$ cat config.mk
export PLATFORM = sky130hd
export DESIGN_NAME = csa_group_serial_adder
export DESIGN_NICKNAME = d
export VERILOG_FILES = /design/src/rtl/csa_group_serial_adder_pkg.sv /design/src/rtl/csa_group_serial_adder_slice.sv /design/src/rtl/csa_group_serial_adder.sv
export SDC_FILE = /design/constraint.sdc
export NUM_CORES = 1
export LEC_CHECK = 0
export ABC_AREA = 1
export CAP_MARGIN = 20
export CORE_MARGIN = 2
export CORE_UTILIZATION = 45
export DETAILED_ROUTE_END_ITERATION = 16
export PLACE_DENSITY = 0.74
export SLEW_MARGIN = 20
export SYNTH_ARGS = -nofsm -noshare
export SYNTH_HDL_FRONTEND = slang
export SYNTH_SLANG_ARGS = --single-unit
$ cat constraint.sdc
create_clock -name clk -period 2.4 [get_ports clk]
set_clock_uncertainty 0.05 [all_clocks]
set_input_delay 0.24 -clock clk [delete_from_list [all_inputs] [get_ports clk]]
set_output_delay 0.24 -clock clk [all_outputs]
set_load 0.005 [all_outputs]
$ cat src/rtl/csa_group_serial_adder_pkg.sv
// Purpose: shared types and defaults for the group-serial carry-skip adder.
// Contents: FSM state encoding, default WIDTH/GROUP, index-width helper.
// Used by: csa_group_serial_adder (top) and csa_group_serial_adder_slice.
package csa_group_serial_adder_pkg;

  // State encoding is fixed so that waveforms and any external decode agree.
  typedef enum logic [1:0] {
    IDLE = 2'd0,
    BUSY = 2'd1,
    DONE = 2'd2
  } state_e;

  localparam int DEFAULT_WIDTH = 32;
  localparam int DEFAULT_GROUP = 4;

  // Width of a counter that only has to reach n-1. It is never zero, so a
  // single-group configuration still gets a legal one-bit index.
  function automatic int idx_width(input int n);
    return (n > 1) ? $clog2(n) : 1;
  endfunction

endpackage

$ cat src/rtl/csa_group_serial_adder_slice.sv
// Purpose: combinational carry-skip slice. It ripple-adds one GROUP-bit group
//          and forms the group carry-out through the skip path.
// Ports:   a_g/b_g/c_in in; s_g (group sum), ripple_cout, skip_hit (P & c_in),
//          cin_next (skip_hit | ripple_cout) out. Latency: 0 cycles, no state.
module csa_group_serial_adder_slice
  import csa_group_serial_adder_pkg::*;
#(
  parameter int GROUP = DEFAULT_GROUP
) (
  input  logic [GROUP-1:0] a_g,
  input  logic [GROUP-1:0] b_g,
  input  logic             c_in,
  output logic [GROUP-1:0] s_g,
  output logic             ripple_cout,
  output logic             skip_hit,
  output logic             cin_next
);

  // carry[i] is the carry into bit i of the group.
  logic [GROUP:0] carry;
  logic           grp_prop;

  assign carry[0] = c_in;

  for (genvar i = 0; i < GROUP; i++) begin : g_ripple
    assign s_g[i]       = a_g[i] ^ b_g[i] ^ carry[i];
    assign carry[i + 1] = (a_g[i] & b_g[i]) | ((a_g[i] ^ b_g[i]) & carry[i]);
  end

  assign ripple_cout = carry[GROUP];

  // The group propagate uses OR, not XOR. A bit that generates also passes an
  // incoming carry. Using OR therefore cannot give a wrong skip carry. It can
  // only report skip hits in cases where the ripple chain would also carry.
  assign grp_prop = &(a_g | b_g);
  assign skip_hit = grp_prop & c_in;
  assign cin_next = skip_hit | ripple_cout;

endmodule

$ cat src/rtl/csa_group_serial_adder.sv
// Purpose: multi-cycle carry-skip adder. It computes WIDTH-bit a+b+cin, one
//          GROUP-bit group per clock, least-significant group first.
// Ports:   clk/rst (sync, active-high); in_valid/in_ready + a/b/cin operands;
//          out_valid/out_ready + sum/cout/skip_count results. Latency: result
//          valid NGROUPS edges after accept; in_ready low until the result is taken.
module csa_group_serial_adder
  import csa_group_serial_adder_pkg::*;
#(
  parameter int WIDTH   = DEFAULT_WIDTH,
  parameter int GROUP   = DEFAULT_GROUP,
  // WIDTH must be an integer multiple of GROUP. The derived values below
  // assume this and do not check it.
  parameter int NGROUPS = WIDTH / GROUP,
  parameter int CW      = $clog2(NGROUPS + 1)
) (
  input  logic             clk,
  input  logic             rst,
  input  logic             in_valid,
  output logic             in_ready,
  input  logic [WIDTH-1:0] a,
  input  logic [WIDTH-1:0] b,
  input  logic             cin,
  output logic             out_valid,
  input  logic             out_ready,
  output logic [WIDTH-1:0] sum,
  output logic             cout,
  output logic [CW-1:0]    skip_count
);

  localparam int             IW       = idx_width(NGROUPS);
  localparam logic [IW-1:0]  LAST_IDX = IW'(NGROUPS - 1);

  state_e             state_q, state_d;
  logic [IW-1:0]      idx_q, idx_d;
  logic [WIDTH-1:0]   a_sh_q, a_sh_d;
  logic [WIDTH-1:0]   b_sh_q, b_sh_d;
  logic [WIDTH-1:0]   sum_q, sum_d;
  logic               carry_q, carry_d;
  logic               cout_q, cout_d;
  logic [CW-1:0]      skip_q, skip_d;

  logic [GROUP-1:0]   s_g;
  logic               ripple_cout;
  logic               skip_hit;
  logic               cin_next;

  // The new group sum enters the top of the sum register, and the register
  // shifts right by one group. After NGROUPS shifts, group 0 is at the bottom.
  // The concatenation keeps the slice legal when WIDTH == GROUP.
  logic [WIDTH+GROUP-1:0] sum_ins;
  assign sum_ins = {s_g, sum_q};

  csa_group_serial_adder_slice #(
    .GROUP (GROUP)
  ) u_slice (
    .a_g         (a_sh_q[GROUP-1:0]),
    .b_g         (b_sh_q[GROUP-1:0]),
    .c_in        (carry_q),
    .s_g         (s_g),
    .ripple_cout (ripple_cout),
    .skip_hit    (skip_hit),
    .cin_next    (cin_next)
  );

  // ------------------------------------------------------------------
  // State registers
  // ------------------------------------------------------------------
  always_ff @(posedge clk) begin
    if (rst) begin
      state_q <= IDLE;
      idx_q   <= '0;
      a_sh_q  <= '0;
      b_sh_q  <= '0;
      sum_q   <= '0;
      carry_q <= 1'b0;
      cout_q  <= 1'b0;
      skip_q  <= '0;
    end else begin
      state_q <= state_d;
      idx_q   <= idx_d;
      a_sh_q  <= a_sh_d;
      b_sh_q  <= b_sh_d;
      sum_q   <= sum_d;
      carry_q <= carry_d;
      cout_q  <= cout_d;
      skip_q  <= skip_d;
    end
  end

  // ------------------------------------------------------------------
  // Next-state logic
  // ------------------------------------------------------------------
  always_comb begin
    state_d = state_q;
    idx_d   = idx_q;
    a_sh_d  = a_sh_q;
    b_sh_d  = b_sh_q;
    sum_d   = sum_q;
    carry_d = carry_q;
    cout_d  = cout_q;
    skip_d  = skip_q;

    unique case (state_q)
      IDLE: begin
        // in_ready is 1 in IDLE whenever rst is low. When rst is high, the
        // reset branch of the register block overrides this update.
        if (in_valid) begin
          a_sh_d  = a;
          b_sh_d  = b;
          carry_d = cin;
          idx_d   = '0;
          skip_d  = '0;
          state_d = BUSY;
        end
      end

      BUSY: begin
        a_sh_d  = a_sh_q >> GROUP;
        b_sh_d  = b_sh_q >> GROUP;
        sum_d   = sum_ins[WIDTH+GROUP-1:GROUP];
        carry_d = cin_next;
        if (skip_hit) begin
          skip_d = skip_q + CW'(1);
        end
        if (idx_q == LAST_IDX) begin
          cout_d  = cin_next;
          idx_d   = '0;
          state_d = DONE;
        end else begin
          idx_d = idx_q + IW'(1);
        end
      end

      DONE: begin
        // Results stay in their registers after the transfer. They change
        // only when the next addition starts shifting.
        if (out_ready) begin
          state_d = IDLE;
        end
      end

      default: begin
        state_d = IDLE;
      end
    endcase
  end

  // ------------------------------------------------------------------
  // Outputs
  // ------------------------------------------------------------------
  assign in_ready   = (state_q == IDLE) && !rst;
  assign out_valid  = (state_q == DONE);
  assign sum        = sum_q;
  assign cout       = cout_q;
  assign skip_count = skip_q;

endmodule

# Word-level counts from Yosys, hierarchy flattened

Cells that the tools add are included.

Add/subtract/negate cells: 2
Equality and inequality tests: 7
Multiplexer cells: 16
Bitwise gates (word level): 23
Reduce and logical (&&, ||, !) cells: 9

Operator list:

| operator                                            | count |
|---|---|
| case mux 32 bit (2 select lines)                    | 2 |
| two-way mux 32 bit                                  | 2 |
| bitwise AND 1 bit                                   | 9 |
| two-way mux 4 bit                                   | 2 |
| case mux 4 bit (2 select lines)                     | 1 |
| bitwise XOR 1 bit                                   | 8 |
| two-way mux 2 bit                                   | 3 |
| two-way mux 3 bit                                   | 2 |
| case mux 2 bit (3 select lines)                     | 1 |
| case mux 3 bit (2 select lines)                     | 1 |
| AND reduction 3 bit                                 | 2 |
| OR 1 bit                                            | 5 |
| adder 4 x 1 -> 4 bit, second input constant         | 1 |
| != test 2 x 1 -> 1 bit, second input constant       | 2 |
| != test 2 bit, second input constant                | 2 |
| OR 4 bit                                            | 1 |
| AND reduction 2 bit                                 | 2 |
| AND reduction 4 bit                                 | 1 |
| adder 3 x 1 -> 3 bit, second input constant         | 1 |
| equality test 3 bit, second input constant          | 1 |
| equality test 2 x 1 -> 1 bit, second input constant | 1 |
| equality test 2 bit, second input constant          | 1 |
| zero test 2 bit                                     | 1 |
| case mux 1 bit (2 select lines)                     | 1 |
| other kinds (4)                                     | 4 |

Register bits after elaboration: 107
Input port bits: 69
Output and inout port bits: 39
Word-level logic and storage cells: 65

# Logic depth before layout (Yosys ltp)

Word-level depth: 11
Depth in mapped cells: 10
Mapped depth without buffers: 10

# Hierarchy

Synthesis repeated with hierarchy kept, for this count alone.

Cell total of the unflattened synthesis: 695
Area total of the unflattened synthesis: 4684.5 sq um

By module, submodules not included:

| module                       | instances | cells each | area an instance (sq um) | sequential area each (sq um) |
|---|---|---|---|---|
| csa_group_serial_adder       | 1         | 668        | 4481.8                   | 2142.1 |
| csa_group_serial_adder_slice | 1         | 27         | 202.7                    | 0.0 |

# Worst setup path after synthesis

No wires, ideal clock.

Path type: reg-to-reg
From: register a_sh_q[0]
To: register sum_q[31] (netlist: sum[31])
Setup time: 70 ps
Data arrival time: 1870 ps
Data required time: 2280 ps
Slack: 410 ps
Stages on the path, launching flop included: 9
Path buffers: 0
Clock period less this slack: 1990 ps
Cell sequence: dfxtp_1 > inv_1 > fa_1 > inv_1 > fa_1 > fa_1 > inv_1 > fa_1 > a21oi_1

Word-level cells in the longest chain between the ends: 8
Elaborated cells on any way between the ends: 9
Classes of those cells: bitwise: 9

RTL lines:

| item                     | line                               | RTL |
|---|---|---|
| start: declaration       | csa_group_serial_adder.sv:35       | `logic [WIDTH-1:0] a_sh_q, a_sh_d;` |
| start signal: assignment | csa_group_serial_adder.sv:81       | `a_sh_q <= a_sh_d;` |
| bitwise XOR 1 bit        | csa_group_serial_adder_slice.sv:27 | `assign carry[i + 1] = (a_g[i] & b_g[i]) \| ((a_g[i] ^ b_g[i]) & carry[i]);` |
| bitwise AND 1 bit        | csa_group_serial_adder_slice.sv:27 |  |
| OR 1 bit *               | csa_group_serial_adder_slice.sv:27 |  |
| bitwise AND 1 bit *      | csa_group_serial_adder_slice.sv:27 |  |
| OR 1 bit *               | csa_group_serial_adder_slice.sv:27 |  |
| bitwise AND 1 bit *      | csa_group_serial_adder_slice.sv:27 |  |
| OR 1 bit *               | csa_group_serial_adder_slice.sv:27 |  |
| bitwise XOR 1 bit *      | csa_group_serial_adder_slice.sv:26 | `assign s_g[i] = a_g[i] ^ b_g[i] ^ carry[i];` |
| end signal: assignment   | csa_group_serial_adder.sv:83       | `sum_q <= sum_d;` |
| end: declaration         | csa_group_serial_adder.sv:37       | `logic [WIDTH-1:0] sum_q, sum_d;` |

Every way passes the cells marked *; elsewhere a longest branch is shown, timed or not.
A chain may end at the register's enable or synchronous reset.

# Worst setup path after layout

Ends and elaborated chain as after synthesis.

==> flow_metrics.env <==
export IMPL_status="finished, final reports clean"
export IMPL_area_growth_pct=29.1
export IMPL_yosys_cell_types_count=23
export IMPL_rr_endpoint="sum[31]$_SDFFE_PP0P_"
export IMPL_cp_endpoint="sum[31]$_SDFFE_PP0P_"
export IMPL_io_pins=108
export IMPL_rsz0062_at_grt="false"
export IMPL_root_buffer="clkbuf_8"
export IMPL_start_util_pct=46.6
export IMPL_slowest_stage="fa_1"
export IMPL_setup_tns_ns=0
export IMPL_synthArstFlopShare_pct=0
export IMPL_grt_pass1_vias=3577
export IMPL_grt_pass1_wl_um=16600
export IMPL_intPower_mw=2.68
export IMPL_diodes=0
export IMPL_holdBufCountCts=0
export IMPL_yosysWarnings=0
export IMPL_max_stage_delay_ns=0.40
export IMPL_setup_slack_ns=0.266
export IMPL_synth_seq_area_share_pct=49.5
export IMPL_place_ws_ns=0.291
export IMPL_ys_seq_elements=107
export IMPL_cp_max_fo=2
export IMPL_p_comb_share_pct=18.4
export IMPL_syn_inst=526
export IMPL_max_cap_violations=0
export IMPL_r2r_cells=8
export IMPL_setup_worst_path_start_class="flop"
export IMPL_drt_iter0_markers=238
export IMPL_die_y_um=102
export IMPL_dp_hpwl_um=7030
export IMPL_arrival_ns=2.38
export IMPL_grt_overflow=0
export IMPL_numPortBuffers=107
export IMPL_rrSetupSlack_ns=0.27
export IMPL_track_usage_pct=19.8
export IMPL_timing_critical_path_mode_cell="fa_1"
export IMPL_path_class="reg2reg"
export IMPL_htreeDepth=3
export IMPL_gp_congestion=0.824
export IMPL_synth_edff_count=0
export IMPL_whs_ns=0.417
export IMPL_worst_slew_pin_slew_ns=0.573
export IMPL_cts_buffer_depth=2
export IMPL_final_hold_viol_count=0
export IMPL_seqPwrFrac_pct=53.9
export IMPL_tritoncts="built"
export IMPL_syn_cell_area_um2=4330
export IMPL_cp_end_kind="flop"
export IMPL_p_sw_mw=1.08
export IMPL_cts_clk_slew_worst_paths_ns=0.10
export IMPL_synth_flop_cell="dfxtp_1"
export IMPL_synth_area_per_cell_um2=8.23
export IMPL_worstSetupStartpoint="a_sh_q[0]$_SDFFE_PP0P_"
export IMPL_hold_path_class="in2reg"
export IMPL_slew_viol_final=0
export IMPL_routed_wl_um=10300
export IMPL_clock_sinks=107
export IMPL_postRouteAntennaNets=0
export IMPL_dr_total_vias=3959
export IMPL_die_area_um2=10400
export IMPL_cts_setup_buffers=0
export IMPL_slew_headroom_pct=61.8
export IMPL_r2r_start="a_sh_q[0]$_SDFFE_PP0P_"
export IMPL_insertion_delay_ns=0.37
export IMPL_max_freq_ghz=0.469
export IMPL_post_cts_resize_count=0
export IMPL_p_total_mw=3.77
export IMPL_grt_antenna_before_repair=0
export IMPL_switching_share_pct=28.8
export IMPL_drc=0
export IMPL_rows=35
export IMPL_cellLeakagePower_nw=2.11
export IMPL_coreArea_um2=9280
export IMPL_cellPowerDensity_nw_per_um2=674
export IMPL_die_w_um=102
export IMPL_fin_crit_ns=2.13
export IMPL_layout_drive_gt1_share_pct=5.07
export IMPL_viasPerCell=5.34
export IMPL_peakVddDrop_uv=409
export IMPL_cts_buffers=9
export IMPL_cp_required_ns=2.65
export IMPL_nets=687
export IMPL_clkPwrFrac_pct=27.7
export IMPL_crit_chain="inv_1 > fa_1 > inv_1 > fa_1 > fa_1 > inv_1 > fa_1 > a21oi_1"
export IMPL_finalSetupViolCount=0
export IMPL_grt_max_degree=76
export IMPL_timing_final_crit_share_pct=88.9
export IMPL_firstDrtPassIters=4
export IMPL_syn_nets=606
export IMPL_wl_per_cell_um=13.9
-- power groups by stage --
stage	clock network, mW	logic (mW)	registers, mW
6_report	1.04	0.692	2.03
5_1_grt	1.12	0.774	2.05
4_1_cts	1.06	0.696	2.03
3_5_place_dp	0	0.694	2.07
3_3_place_gp	0	0.677	2.07
2_1_floorplan	0	0.412	2.05
-- state kept, by name (all words and copies together) (netlist names) --
| name | cells |
|---|---|
| b_sh_q | 32 |
| carry_q | 1 |
| sum | 32 |
| state_q | 2 |
| idx_q | 3 |
| a_sh_q | 32 |
| skip_count | 4 |
| cout | 1 |
-- worst min-delay path by stage --
stage / start / depth (start not counted) / endpoint
6_report: a[31] / 3 / a_sh_q[31]$_SDFFE_PP0P_
5_1_grt: b[31] / 3 / b_sh_q[31]$_SDFFE_PP0P_
3_5_place_dp: a_sh_q[31]$_SDFFE_PP0P_ / 2 / a_sh_q[31]$_SDFFE_PP0P_
3_3_place_gp: idx_q[1]$_SDFFE_PP0P_ / 2 / idx_q[1]$_SDFFE_PP0P_
4_1_cts: a[31] / 3 / a_sh_q[31]$_SDFFE_PP0P_
2_1_floorplan: a[31] / 2 / a_sh_q[31]$_SDFFE_PP0P_
-- cell usage in the layout, fill, tap and decap left out, drive strengths merged --
cell / Yosys / layout
a21oi: 75 / 75
buf: 30 / 8
clkbuf: 15 / 9
clkdlybuf4s50: 0 / 107
clkinv: 1 / 4
clkinvlp: 0 / 1
dfxtp: 107 / 107
fa: 4 / 4
ha: 7 / 7
inv: 24 / 27
nand2: 30 / 30
nand3: 12 / 12
nand4: 1 / 1
nor2: 68 / 68
nor3: 3 / 3
o21ai: 92 / 92
o22ai: 56 / 56
or2: 1 / 1
-- per-stage QoR --
step | utilization (%) | std cells | instance area (um^2)
finish | 60.2 | 741 | 5590
global route | 60.2 | 741 | 5590
CTS | 60.2 | 741 | 5590
detailed placement | 58.2 | 725 | 5410
global placement | 58.2 | 725 | 5410
floorplan | - | 526 | 4330
-- cells in the mapped netlist (3+ instances only) --
master | instances | area, um^2
o21ai_0 | 92 | 460
a21oi_1 | 74 | 370
clkbuf_1 | 15 | 56.3
inv_1 | 23 | 86.3
dfxtp_1 | 107 | 2140
fa_1 | 4 | 80.1
nand2_1 | 28 | 105
o22ai_1 | 56 | 350
nor2_1 | 68 | 255
buf_4 | 3 | 22.5
nor3_1 | 3 | 15.0
buf_2 | 19 | 95.1
buf_6 | 8 | 90.1
ha_1 | 7 | 87.6
nand3_1 | 11 | 55.1
-- per-layer routing --
metal  vias up  wire length, um  track usage [%]
met4         0              222             7.49
met2       116             4740             31.4
met1      1834             4800             27.1
met3        20              542             3.42
li1       1989                -                -
met5         -                0                0
-- layout make-up --
class	count	area, um^2
Fill cell	858	3690
Sequential cell	107	2140
Multi-Input combinational cell	349	1830
Timing Repair Buffer	115	1180
Tap cell	129	161
Clock buffer	9	124
Inverter	25	93.8
Clock inverter	7	58.8
-- worst max-delay path: cells and delay by family, from the launching register on --
| family | cells | cell delay [ns] |
|---|---|---|
| AO/OA/AOI/OAI | 1 | 0.12 |
| adder cells (fa/ha/maj) | 4 | 1.34 |
| buffers and inverters | 3 | 0.23 |
| flip-flops | 1 | 0.33 |
-- cell families (layout without fill, tap and decap cells) --
family | after synthesis | in the layout | share of synthesized area (%)
fa+ha+maj | 11 | 11 | 3.87
simple gates | 115 | 115 | 10.9
flops | 107 | 107 | 49.5
buf+inv | 70 | 156 | 8.27
compound gates | 223 | 223 | 27.5
(Power assumes the default switching activity.)
